$ cat src/rtl/mem_access.sv
// -----------------------------------------------------------------------------
// mem_access
//
// Memory-access pipeline stage sitting directly behind the execute stage.
// It takes the execute stage's registered ALU result and load/store request,
// runs a single outstanding req/ack transaction on the data-memory bus (any
// number of wait states), holds the pipeline with `stall` while that
// transaction is outstanding, and presents one registered writeback result.
//
// Optional feature: define MEM_TIMEOUT_EN to abort a bus access that has not
// been acknowledged within TIMEOUT_CYCLES busy cycles (reported on mem_err).
// Without the macro the stage waits for dmem_ack indefinitely.
//
// Parameters
//   TIMEOUT_CYCLES  busy cycles without ack before abort (MEM_TIMEOUT_EN only)
//   RD_IDX_W        width of the destination register index
//
// Ports
//   clk, rst        clock, asynchronous active-high reset
//   ex_*            execute-stage outputs: ALU result/valid, dest index,
//                   byte address, load/store byte enables, store data
//   stall           high while a bus access is outstanding
//   dmem_*          data-memory bus: registered req/we/be/addr/wdata out,
//                   single-cycle ack and read data in
//   wb_*            one-cycle writeback strobe, register index and data
//   mem_err         one-cycle pulse for misaligned/illegal access or timeout
// -----------------------------------------------------------------------------
module mem_access #(
    parameter int TIMEOUT_CYCLES = 16,
    parameter int RD_IDX_W       = 5
) (
    input  logic                clk,
    input  logic                rst,
    input  logic                ex_x_rd_vld,
    input  logic [31:0]         ex_x_rd,
    input  logic [RD_IDX_W-1:0] ex_rd_idx,
    input  logic [31:0]         ex_memaddr,
    input  logic [3:0]          ex_memrden,
    input  logic [3:0]          ex_memwren,
    input  logic [31:0]         ex_memwrdata,
    output logic                stall,
    output logic                dmem_req,
    output logic                dmem_we,
    output logic [3:0]          dmem_be,
    output logic [31:0]         dmem_addr,
    output logic [31:0]         dmem_wdata,
    input  logic                dmem_ack,
    input  logic [31:0]         dmem_rdata,
    output logic                wb_vld,
    output logic [RD_IDX_W-1:0] wb_rd_idx,
    output logic [31:0]         wb_data,
    output logic                mem_err
);

    typedef enum logic {
        IDLE = 1'b0,
        BUSY = 1'b1
    } state_t;

    state_t                state_reg, state_next;
    logic                  dmem_req_reg, dmem_req_next;
    logic                  dmem_we_reg, dmem_we_next;
    logic [3:0]            dmem_be_reg, dmem_be_next;
    logic [31:0]           dmem_addr_reg, dmem_addr_next;
    logic [31:0]           dmem_wdata_reg, dmem_wdata_next;
    logic                  wb_vld_reg, wb_vld_next;
    logic [RD_IDX_W-1:0]   wb_rd_idx_reg, wb_rd_idx_next;
    logic [31:0]           wb_data_reg, wb_data_next;
    logic                  mem_err_reg, mem_err_next;
    logic [RD_IDX_W-1:0]   ld_idx_reg, ld_idx_next;

    // ------------------------------------------------------------------
    // Request decode (only meaningful while IDLE)
    // ------------------------------------------------------------------
    logic rd_any, wr_any;
    logic rd_full, wr_full;
    logic en_illegal, misaligned, acc_err;

    assign rd_any  = |ex_memrden;
    assign wr_any  = |ex_memwren;
    assign rd_full = (ex_memrden == 4'b1111);
    assign wr_full = (ex_memwren == 4'b1111);

    // Only full-word accesses are supported; partial enables or a combined
    // read+write are rejected rather than silently truncated.
    assign en_illegal = (rd_any && wr_any)
                      || (rd_any && !rd_full)
                      || (wr_any && !wr_full);
    assign misaligned = (rd_any || wr_any) && (ex_memaddr[1:0] != 2'b00);
    assign acc_err    = en_illegal || misaligned;

    // ------------------------------------------------------------------
    // Optional bus timeout
    // ------------------------------------------------------------------
    logic tmo_hit;

`ifdef MEM_TIMEOUT_EN
    localparam int CNT_W = $clog2(TIMEOUT_CYCLES + 1);

    logic [CNT_W-1:0] tmo_cnt_reg, tmo_cnt_next;

    // The counter holds the number of earlier un-acked BUSY cycles, so the
    // current cycle is the TIMEOUT_CYCLES-th one when it equals limit-1.
    assign tmo_hit = (state_reg == BUSY) && !dmem_ack
                   && (tmo_cnt_reg == CNT_W'(TIMEOUT_CYCLES - 1));

    always_comb begin
        tmo_cnt_next = tmo_cnt_reg;
        if (state_reg == IDLE) begin
            tmo_cnt_next = '0;
        end else if (!dmem_ack) begin
            tmo_cnt_next = tmo_cnt_reg + CNT_W'(1);
        end
    end

    always_ff @(posedge clk or posedge rst) begin
        if (rst) begin
            tmo_cnt_reg <= '0;
        end else begin
            tmo_cnt_reg <= tmo_cnt_next;
        end
    end
`else
    assign tmo_hit = 1'b0;
`endif

    // ------------------------------------------------------------------
    // Next-state / next-output logic
    // ------------------------------------------------------------------
    always_comb begin
        state_next      = state_reg;
        dmem_req_next   = dmem_req_reg;
        dmem_we_next    = dmem_we_reg;
        dmem_be_next    = dmem_be_reg;
        dmem_addr_next  = dmem_addr_reg;
        dmem_wdata_next = dmem_wdata_reg;
        wb_vld_next     = 1'b0;
        wb_rd_idx_next  = wb_rd_idx_reg;
        wb_data_next    = wb_data_reg;
        mem_err_next    = 1'b0;
        ld_idx_next     = ld_idx_reg;

        case (state_reg)
            IDLE: begin
                if (acc_err) begin
                    mem_err_next = 1'b1;
                end else if (rd_full) begin
                    // A load takes priority over any ALU result presented
                    // alongside it.
                    state_next     = BUSY;
                    dmem_req_next  = 1'b1;
                    dmem_we_next   = 1'b0;
                    dmem_be_next   = 4'b1111;
                    dmem_addr_next = {ex_memaddr[31:2], 2'b00};
                    ld_idx_next    = ex_rd_idx;
                end else if (wr_full) begin
                    state_next      = BUSY;
                    dmem_req_next   = 1'b1;
                    dmem_we_next    = 1'b1;
                    dmem_be_next    = 4'b1111;
                    dmem_addr_next  = {ex_memaddr[31:2], 2'b00};
                    dmem_wdata_next = ex_memwrdata;
                end else if (ex_x_rd_vld) begin
                    wb_vld_next    = 1'b1;
                    wb_rd_idx_next = ex_rd_idx;
                    wb_data_next   = ex_x_rd;
                end
            end

            BUSY: begin
                // Bus fields are simply not updated here, which keeps them
                // stable for the whole request.
                if (dmem_ack) begin
                    state_next    = IDLE;
                    dmem_req_next = 1'b0;
                    if (!dmem_we_reg) begin
                        wb_vld_next    = 1'b1;
                        wb_rd_idx_next = ld_idx_reg;
                        wb_data_next   = dmem_rdata;
                    end
                end else if (tmo_hit) begin
                    state_next    = IDLE;
                    dmem_req_next = 1'b0;
                    mem_err_next  = 1'b1;
                end
            end

            default: begin
                state_next    = IDLE;
                dmem_req_next = 1'b0;
            end
        endcase
    end

    // ------------------------------------------------------------------
    // State and output registers
    // ------------------------------------------------------------------
    always_ff @(posedge clk or posedge rst) begin
        if (rst) begin
            state_reg      <= IDLE;
            dmem_req_reg   <= 1'b0;
            dmem_we_reg    <= 1'b0;
            dmem_be_reg    <= 4'b0000;
            dmem_addr_reg  <= 32'h0;
            dmem_wdata_reg <= 32'h0;
            wb_vld_reg     <= 1'b0;
            wb_rd_idx_reg  <= '0;
            wb_data_reg    <= 32'h0;
            mem_err_reg    <= 1'b0;
            ld_idx_reg     <= '0;
        end else begin
            state_reg      <= state_next;
            dmem_req_reg   <= dmem_req_next;
            dmem_we_reg    <= dmem_we_next;
            dmem_be_reg    <= dmem_be_next;
            dmem_addr_reg  <= dmem_addr_next;
            dmem_wdata_reg <= dmem_wdata_next;
            wb_vld_reg     <= wb_vld_next;
            wb_rd_idx_reg  <= wb_rd_idx_next;
            wb_data_reg    <= wb_data_next;
            mem_err_reg    <= mem_err_next;
            ld_idx_reg     <= ld_idx_next;
        end
    end

    assign stall      = (state_reg == BUSY);
    assign dmem_req   = dmem_req_reg;
    assign dmem_we    = dmem_we_reg;
    assign dmem_be    = dmem_be_reg;
    assign dmem_addr  = dmem_addr_reg;
    assign dmem_wdata = dmem_wdata_reg;
    assign wb_vld     = wb_vld_reg;
    assign wb_rd_idx  = wb_rd_idx_reg;
    assign wb_data    = wb_data_reg;
    assign mem_err    = mem_err_reg;

endmodule

$ cat config.mk
export PLATFORM = sky130hd
export DESIGN_NAME = mem_access
export DESIGN_NICKNAME = d
export VERILOG_FILES = /design/src/rtl/mem_access.sv
export SDC_FILE = /design/constraint.sdc
export NUM_CORES = 1
export LEC_CHECK = 0
export CELL_PAD_IN_SITES_DETAIL_PLACEMENT = 0
export CELL_PAD_IN_SITES_GLOBAL_PLACEMENT = 1
export CORE_ASPECT_RATIO = 0.7
export CORE_MARGIN = 2
export CORE_UTILIZATION = 29
export CTS_CLUSTER_SIZE = 12
export DETAILED_ROUTE_END_ITERATION = 12
export PLACE_DENSITY_LB_ADDON = 0.1
export REMOVE_ABC_BUFFERS = 1
export SYNTH_ARGS = -nofsm -noshare
export SYNTH_HDL_FRONTEND = slang
export SYNTH_SLANG_ARGS = --single-unit
$ cat constraint.sdc
create_clock -name clk -period 4.4 [get_ports clk]
set_input_delay 0.88 -clock clk [delete_from_list [all_inputs] [get_ports clk]]
set_output_delay 0.88 -clock clk [all_outputs]
set_load 0.1 [all_outputs]
==> reports/metrics.cfg, run 1 <==
[place]
port_buffers = 252
gp_congestion = 0.680
dp_hpwl_mm = 9.47
post-place-ws_ns = 0.964
post_dp_cell_area_um2 = 7330

[power_and_ir_drop]
ir_worst_vdd_mv = 0.180
power_density_nw_per_um2 = 368
internal-power_mw = 1.74
p_switching_mw = 1.05
p_leak_nw = 3.24
p_sw_frac = 0.377
p_comb_frac = 0.335
clockPowerShare = 0.266
pwr-share-seq = 0.399

[global_route]
first_global_vias = 3720
grt_max_degree = 69
grt_pass1_wl_mm = 20.1
antenna_found_initial = 0
track_usage = 0.152
grt_overflow = 0

[sta]
finalSetupViolCount = 0
fmax_mhz = 327
rsz0062_at_grt = no
slew_violations = 0
worst_pin_slew_ns = 1.05
setup_slack_ns = 1.34
maxSlewHeadroom = 0.298
skew_ns = 0.00867
hold_viol_final = 0
fin_crit_ns = 3.06
timing.final.crit_share = 0.695

[setup_path]
crit_required_ns = 4.65
crit_type = in2reg
worstRegToRegCells = 6
reg2reg_slack_ns = 2.22
critPathCaptureType = flop
crit_top_cell = buf_4
slowest_delay_ns = 0.60
critPathMaxFanout = 40
arrival_ns = 3.31
crit_buf_inv = 3
critPathTopFamily = simple AND/OR/NAND/NOR gates
critPathSlowestCell = or4_4
rr_startpoint = stall
r2r_end = wb_data[21]
worstPathCellList = clkdlybuf4s50_1 -> or4_4 -> nor4_4 -> a211oi_4 -> buf_4 -> or2_1 -> buf_4 -> o21ai_0
cp-start-kind = primary input

[synthesis]
synth_top_area_share = 0.589
yosysUniqueCellTypes = 31
async_flop_share = 1.00
yosysSeqAreaShare = 0.589
synthFlopType = dfrtp_1
synth_common_cells = dfrtp_1, o21ai_0, mux2_2
synth_area_leaders = dfrtp_1, mux2_2, mux2i_1
syn_area_um2 = 4670
synth_area_per_cell_um2 = 13.3
synth_warnings = 0
synth_most_common_cell = dfrtp_1
synth.largest_area_cell = dfrtp_1
synth_edf_count = 0
syn_inst = 350
synth-seq-cells = 110

[worst_hold_path]
hold_end = dmem_addr[26]
hold_start = dmem_addr[26]
hold_class = reg2reg
whs_path_depth = 1

[route]
via_per_inst = 4.56
ant_nets = 0
dr.first_iter.drc_count = 122
drc = 0
drt_pass1_iterations = 4
avgRoutedWirePerCell_um = 16.2
drt-total-wl_mm = 12.9
vias = 3636

[die]
num_rows = 38
chipWidth_um = 156
initial_utilization = 0.299
core_area_um2 = 15600
die_y_um = 110
ioPinCount = 255
die_area_um2 = 17100

[cts]
clkLatencyLatePin_ns = 0.34
clk_pin_slew_ns = 0.07
root_buffer = clkbuf_16
htreeDepth = 3
hold_buffers = 0
cts_max_path_buffers = 2
cts_resized = 0
tritoncts = built
cts_made_buffers = 9
post_cts_buffers = 0
cts.sinks = 110

[final_layout]
antenna_cells = 0
stdcell_area_um2 = 7600
drive_gt1_frac = 0.154
nets = 737
finish.utilization = 0.486
synthToLayoutAreaGrowth_pct = 62.8

[run]
cap_viol_max_count = 0

[outcome]
status = finished clean

final cells by class:
type                            count  area, um^2
Fill cell                        1411        8040
Sequential cell                   110        2750
Timing Repair Buffer              260        2580
Multi-Input combinational cell    208        1730
Tap cell                          200         250
Clock buffer                       12         236
Clock inverter                      4        31.3
Inverter                            3        13.8
per-stage QoR:
stage	hold slack, ns	setup TNS, ns	total power [mW]	std cells
final	0.498	0	2.80	797
after detailed placement	0.484	0	2.08	781
after global routing	0.511	0	2.92	797
after floorplan	0.481	-2.45	1.76	321
after CTS	0.504	0	2.84	797
after global placement	0.470	0	2.07	781
how the worst max path moves through the flow:
stage	start	end	slack (ns)	cells after the start
6_report	ex_memrden[0]	wb_data[21]	1.34	8
5_1_grt	ex_memrden[0]	wb_data[21]	1.20	8
4_1_cts	ex_memrden[0]	wb_data[21]	1.33	8
3_5_place_dp	ex_memrden[0]	wb_data[21]	0.96	8
3_3_place_gp	ex_memrden[0]	dmem_addr[22]	1.03	7
2_1_floorplan	stall	wb_data[10]	-0.07	3
layer usage:
metal	global-route usage	vias to the layer above	wire, um
met4	0.0347	0	111
met3	0.0661	9	1270
met2	0.246	147	5950
met1	0.189	1754	5540
li1	-	1726	-
met5	0	-	0
cell families after synthesis:
logic type | after synthesis | synth area share
buf+inv | 33 | 0.0437
other cells | 1 | 0.000803
simple gates | 14 | 0.0220
compound gates | 87 | 0.0970
mux | 105 | 0.247
flops | 110 | 0.589
power by group through the flow:
| stage | Clock (mW) | Sequential [mW] | Combinational [mW] |
|---|---|---|---|
| floorplan | 0 | 1.66 | 0.0955 |
| global placement | 0 | 1.13 | 0.941 |
| detailed placement | 0 | 1.14 | 0.944 |
| CTS | 0.778 | 1.12 | 0.946 |
| global route | 0.820 | 1.13 | 0.975 |
| finish | 0.744 | 1.12 | 0.938 |
worst register-to-register path: stages, from the launching register on:
cell	delay, ns
dfrtp_2	0.42
buf_4	0.36
a211oi_4	0.25
buf_4	0.37
or2_1	0.16
buf_4	0.32
o21ai_0	0.17
layout by cell type, fill, tap and decap left out, types with 2 or more instances in the layout:
cell type | Yosys | final
clkdlybuf4s50_1 | 0 | 252
dfrtp_1 | 110 | 109
o21ai_0 | 74 | 74
mux2_2 | 58 | 58
mux2i_1 | 38 | 38
clkbuf_16 | 0 | 9
buf_4 | 9 | 8
mux2_4 | 5 | 5
a21oi_1 | 4 | 4
mux2_1 | 4 | 4
o21ai_1 | 3 | 3
clkbuf_1 | 14 | 3
clkinvlp_4 | 0 | 3
nand4_1 | 2 | 2
nand2_1 | 2 | 2
inv_1 | 3 | 2
conb_1 | 1 | 2
Power figures use the tool's default switching activity.
==> run 2: changes to the inputs <==
==> constraint.sdc (replaced) <==
create_clock -name clk -period 3.1 [get_ports clk]
set_input_delay 0.62 -clock clk [delete_from_list [all_inputs] [get_ports clk]]
set_output_delay 0.62 -clock clk [all_outputs]
set_load 0.1 [all_outputs]
==> run 2 against run 1 <==
Die area unchanged. Clock power is 49% higher. Register-to-register slack worse by 0.82 ns. Cell area decreased by 2.3%. Clock skew down 0.0029 ns. Critical path depth decreased by 1. Flip-flop and latch count is the same. First-iteration DRC count decreased by 4.1%. Critical endpoint is now dmem_addr[5]. Largest power group unchanged.
==> reports/metrics.cfg, run 2 (synthesized netlist as in run 1, its figures left out) <==
[outcome]
status = finished clean

[cts]
clk_pin_slew_ns = 0.07  ; about the same
hold_buffers = 0  ; unchanged
tritoncts = built
post_cts_buffers = 0  ; unchanged
cts_made_buffers = 9  ; unchanged
cts_resized = 0  ; unchanged
clkLatencyLatePin_ns = 0.35  ; about the same
cts.sinks = 110  ; unchanged
root_buffer = clkbuf_16
htreeDepth = 3  ; unchanged
cts_max_path_buffers = 2  ; unchanged

[route]
drt_pass1_iterations = 4  ; unchanged
vias = 3665  ; +0.80%
drc = 0  ; unchanged
dr.first_iter.drc_count = 117  ; -4.1%
ant_nets = 0  ; unchanged
via_per_inst = 4.59  ; +0.67%
avgRoutedWirePerCell_um = 16.5  ; +2.0%
drt-total-wl_mm = 13.1  ; +2.1%

[setup_path]
crit_required_ns = 3.33  ; -1.32 ns
arrival_ns = 2.80  ; -0.51 ns
cp-start-kind = primary input
critPathCaptureType = flop
crit_type = in2reg
critPathMaxFanout = 31  ; -23%

[sta]
maxSlewHeadroom = 0.578  ; +0.280
hold_viol_final = 0  ; unchanged
timing.final.crit_share = 0.827
worst_pin_slew_ns = 0.632  ; -0.417 ns
fmax_mhz = 390
finalSetupViolCount = 0  ; unchanged
skew_ns = 0.00574  ; -0.00293 ns
rsz0062_at_grt = no
slew_violations = 0  ; unchanged
fin_tns_setup_ns = 0  ; unchanged
holdWs_ns = 0.494  ; -0.00365 ns
fin_crit_ns = 2.56

[die]
die_area_um2 = 17100  ; unchanged
core_area_um2 = 15600  ; unchanged
die_y_um = 110  ; unchanged
ioPinCount = 255  ; unchanged
chipWidth_um = 156  ; unchanged
initial_utilization = 0.299  ; unchanged
num_rows = 38  ; unchanged

[global_route]
track_usage = 0.156  ; +0.00386
grt_overflow = 0  ; unchanged
first_global_vias = 3779  ; +1.6%
grt_max_degree = 46  ; -33%
antenna_found_initial = 0  ; unchanged
grt_pass1_wl_mm = 20.5  ; +2.1%

[power_and_ir_drop]
ir_worst_vdd_mv = 0.237  ; +32%
power.total_mw = 4.00  ; +43%
p_leak_nw = 3.49  ; +7.7%
clockPowerShare = 0.278  ; +0.012
internal-power_mw = 2.48  ; +42%
p_sw_frac = 0.380  ; +0.00343
p_comb_frac = 0.325  ; -0.010
power_density_nw_per_um2 = 539  ; +46%
p_switching_mw = 1.52  ; +44%
pwr-share-seq = 0.396  ; -0.003

[final_layout]
final_common_cell = clkdlybuf4s50_1
synthToLayoutAreaGrowth_pct = 59.0
finish.utilization = 0.475  ; -0.0113
nets = 739  ; +0.27%
final_cell_mix = clkdlybuf4s50_1, buf_4, dfrtp_1
drive_gt1_frac = 0.341  ; +0.187
antenna_cells = 0  ; unchanged
fillers = 1442  ; +2.2%

[run]
cap_viol_max_count = 0  ; unchanged

[place]
port_buffers = 252  ; unchanged
dp_hpwl_mm = 9.74  ; +3.0%
gp_congestion = 0.673  ; -0.97%

[worst_hold_path]
hold_class = reg2reg

## run 2: cell count changes in the layout (fill, tap and decap cells not counted), sizes merged
cell	before	now
clkbuf	12	11
buf	8	118
clkdlybuf4s50	252	144
## run 2: path summary, 6_finish.rpt
check / from / end / slack, ns / depth (start not counted)
worst max-delay path: ex_memrden[0] / dmem_addr[5] / 0.54 / 7
worst min-delay path: dmem_addr[26] / dmem_addr[26] / 0.49 / 1
worst max register to register: stall / wb_data[30] / 1.40 / 3
worst min register to register: dmem_addr[26] / dmem_addr[26] / 0.49 / 1
max in group asynchronous: rst / dmem_wdata[20] / 1.78 / 3
min in group asynchronous: rst / dmem_addr[11] / 0.70 / 2
## run 2: worst max-delay path, stage by stage
cell and delay (ns):
clkdlybuf4s50_1 0.42, or4_4 0.59, nor4_4 0.28, a21oi_1 0.14
nor2_2 0.15, buf_12 0.21, mux2_2 0.36
## run 2: per-layer routing
layer  wire (um)  global-route usage
met5           0                   0
met4         108              0.0439
met3        1290              0.0653
met2        6090               0.254
met1        5660               0.191
## run 2: power by group through the flow
stage / clock, mW / sequential (mW) / combinational, mW
6_report: 1.11 / 1.59 / 1.30
5_1_grt: 1.23 / 1.60 / 1.35
4_1_cts: 1.17 / 1.59 / 1.31
3_5_place_dp: 0 / 1.61 / 1.31
3_3_place_gp: 0 / 1.61 / 1.30
2_1_floorplan: 0 / 2.36 / 0.136
## run 2: through the flow
| stage | cell area [um^2] | worst slack (ns) | instances |
|---|---|---|---|
| 4_1_cts | 7420 | 0.537 | 798 |
| 3_3_place_gp | 7140 | 0.194 | 783 |
| 6_report | 7420 | 0.537 | 798 |
| 5_1_grt | 7420 | 0.414 | 798 |
| 3_5_place_dp | 7140 | 0.163 | 783 |
| 2_1_floorplan | 4480 | -1.37 | 321 |
## run 2: final cells by class
class,count,area (um^2),share of cell area
Sequential cell,110,2750,0.371
Timing Repair Buffer,262,2390,0.322
Multi-Input combinational cell,208,1730,0.233
Clock buffer,11,253,0.0340
Tap cell,200,250,0.0337
Clock inverter,4,31.3,0.00421
Inverter,3,13.8,0.00185
==> run 3: changes to the inputs <==
==> constraint.sdc (replaced) <==
create_clock -name clk -period 2.4 [get_ports clk]
set_input_delay 0.48 -clock clk [delete_from_list [all_inputs] [get_ports clk]]
set_output_delay 0.48 -clock clk [all_outputs]
set_load 0.1 [all_outputs]
==> run 3 against run 2 <==
Clock skew grew 0.0033 ns. Critical endpoint is now dmem_addr[19]. Critical path depth grew 1. Non-clock buffer count grew 11. First-iteration DRC count shrank 25%. Hold slack lost 0.0018 ns.
==> reports/metrics.cfg, run 3 (synthesized netlist as in run 1, its figures left out) <==
[final_layout]
antenna_cells = 0  ; unchanged
final_cells = 810  ; +1.5%
stdcell_area_um2 = 7570  ; +1.9%
nets = 750  ; +1.5%
final_common_cell = clkdlybuf4s50_1
synthToLayoutAreaGrowth_pct = 62.0
final_cell_mix = clkdlybuf4s50_1, buf_4, dfrtp_1
drive_gt1_frac = 0.354  ; +0.0130
finish.utilization = 0.484  ; +0.00912

[sta]
skew_ns = 0.00903  ; +0.00328 ns
worst_pin_slew_ns = 0.516  ; -0.117 ns
rsz0062_at_grt = no
fin_tns_setup_ns = 0  ; unchanged
setup_slack_ns = 0.161  ; -0.375 ns
timing.final.crit_share = 0.933
slew_violations = 0  ; unchanged
finalSetupViolCount = 0  ; unchanged
hold_viol_final = 0  ; unchanged
fin_crit_ns = 2.24
fmax_mhz = 447
maxSlewHeadroom = 0.656  ; +0.0778
holdWs_ns = 0.493  ; -0.00181 ns

[cts]
root_buffer = clkbuf_16
htreeDepth = 3  ; unchanged
cts_max_path_buffers = 2  ; unchanged
cts.sinks = 110  ; unchanged
hold_buffers = 0  ; unchanged
cts_made_buffers = 9  ; unchanged
clk_pin_slew_ns = 0.07  ; about the same
clkLatencyLatePin_ns = 0.34  ; about the same
tritoncts = built

[die]
initial_utilization = 0.299  ; unchanged
ioPinCount = 255  ; unchanged
num_rows = 38  ; unchanged
core_area_um2 = 15600  ; unchanged
chipWidth_um = 156  ; unchanged
die_area_um2 = 17100  ; unchanged
die_y_um = 110  ; unchanged

[outcome]
status = finished clean

[route]
vias = 3698  ; +0.90%
avgRoutedWirePerCell_um = 15.9  ; -3.5%
via_per_inst = 4.57  ; -0.59%
ant_nets = 0  ; unchanged
drt-total-wl_mm = 12.9  ; -2.1%
drt_pass1_iterations = 7  ; +3
dr.first_iter.drc_count = 88  ; -25%
drc = 0  ; unchanged

[setup_path]
crit_required_ns = 2.63  ; -0.70 ns
critPathMaxFanout = 15  ; -52%
cp-start-kind = primary input
crit_type = in2reg
critPathCaptureType = flop
arrival_ns = 2.47  ; -0.33 ns

[global_route]
antenna_found_initial = 0  ; unchanged
first_global_vias = 3723  ; -1.5%
track_usage = 0.152  ; -0.00391
grt_pass1_wl_mm = 20.0  ; -2.4%
grt_max_degree = 40  ; -13%
grt_overflow = 0  ; unchanged

[place]
dp.cells = 790  ; +0.89%
post_dp_cell_area_um2 = 7200  ; +0.91%
dp_hpwl_mm = 9.44  ; -3.1%
gp_congestion = 0.678  ; +0.68%
port_buffers = 252  ; unchanged
post-place-ws_ns = -0.401  ; -0.564 ns

[power_and_ir_drop]
power_density_nw_per_um2 = 680  ; +26%
power.total_mw = 5.15  ; +29%
p_leak_nw = 3.59  ; +2.9%
ir_worst_vdd_mv = 0.355  ; +50%

[run]
cap_viol_max_count = 0  ; unchanged

[worst_hold_path]
hold_class = in2async

## run 3: cell types whose count changed in the layout (fill, tap and decap cells not counted), moves of 2 or more
| cell | change |
|---|---|
| clkinv_4 | +2 |
| o21ai_0 | -23 |
| buf_4 | +8 |
| o21ai_1 | +23 |
| dlymetal6s2s_1 | +4 |
| clkbuf_1 | +2 |
| clkdlybuf4s50_1 | -4 |
## run 3: worst paths after layout
| path | start | end | slack [ns] | cells past startpoint |
|---|---|---|---|---|
| setup / recovery | ex_memwren[0] | dmem_addr[19] | 0.16 | 8 |
| hold / removal | rst | dmem_addr[28] | 0.49 | 2 |
| setup reg to reg | stall | wb_data[29] | 0.66 | 5 |
| hold reg to reg | dmem_addr[15] | dmem_addr[15] | 0.51 | 1 |
| max in group asynchronous | rst | dmem_wdata[4] | 1.23 | 3 |
| min in group clk | dmem_addr[15] | dmem_addr[15] | 0.51 | 1 |
## run 3: repair_timing
item                                    in CTS  in global routing
endpoints found under the setup margin       6                 73
gates cloned                                 1                  0
resized for setup                            3                 28
buffers inserted                             3                  0
pin swaps                                    4                  3
hold endpoints to repair                     0                  0
## run 3: worst max-delay path, stage by stage
cell and delay, ns:
clkdlybuf4s50_1 0.44, nor4_2 0.33, nor2b_1 0.21, buf_4 0.13, a21oi_2 0.07, nor2_4 0.14
bufbuf_16 0.32, mux2_2 0.34
## run 3: final cells by class
cell class                 count  area [um^2]
clock buffer                  12          246
clock inverter                 4         32.5
fill                        1440         8080
inverter                       3         13.8
multi-input combinational    208         1750
sequential                   110         2750
tap                          200          250
timing repair buffer         273         2520
## run 3: power breakdown
part / switching [mW] / internal [mW]
Combinational: 1.22 / 0.467
Clock: 0.674 / 0.738
Sequential: 0.0694 / 1.98
Total: 1.96 / 3.19
## run 3: layer usage
metal / GRT usage / share of wire / vias up
met3: 0.0606 / 0.091 / 8
li1: - / - / 1752
met4: 0.0354 / 0.0082 / 0
met1: 0.198 / 0.44 / 1786
met2: 0.239 / 0.46 / 152
met5: 0 / 0 / -
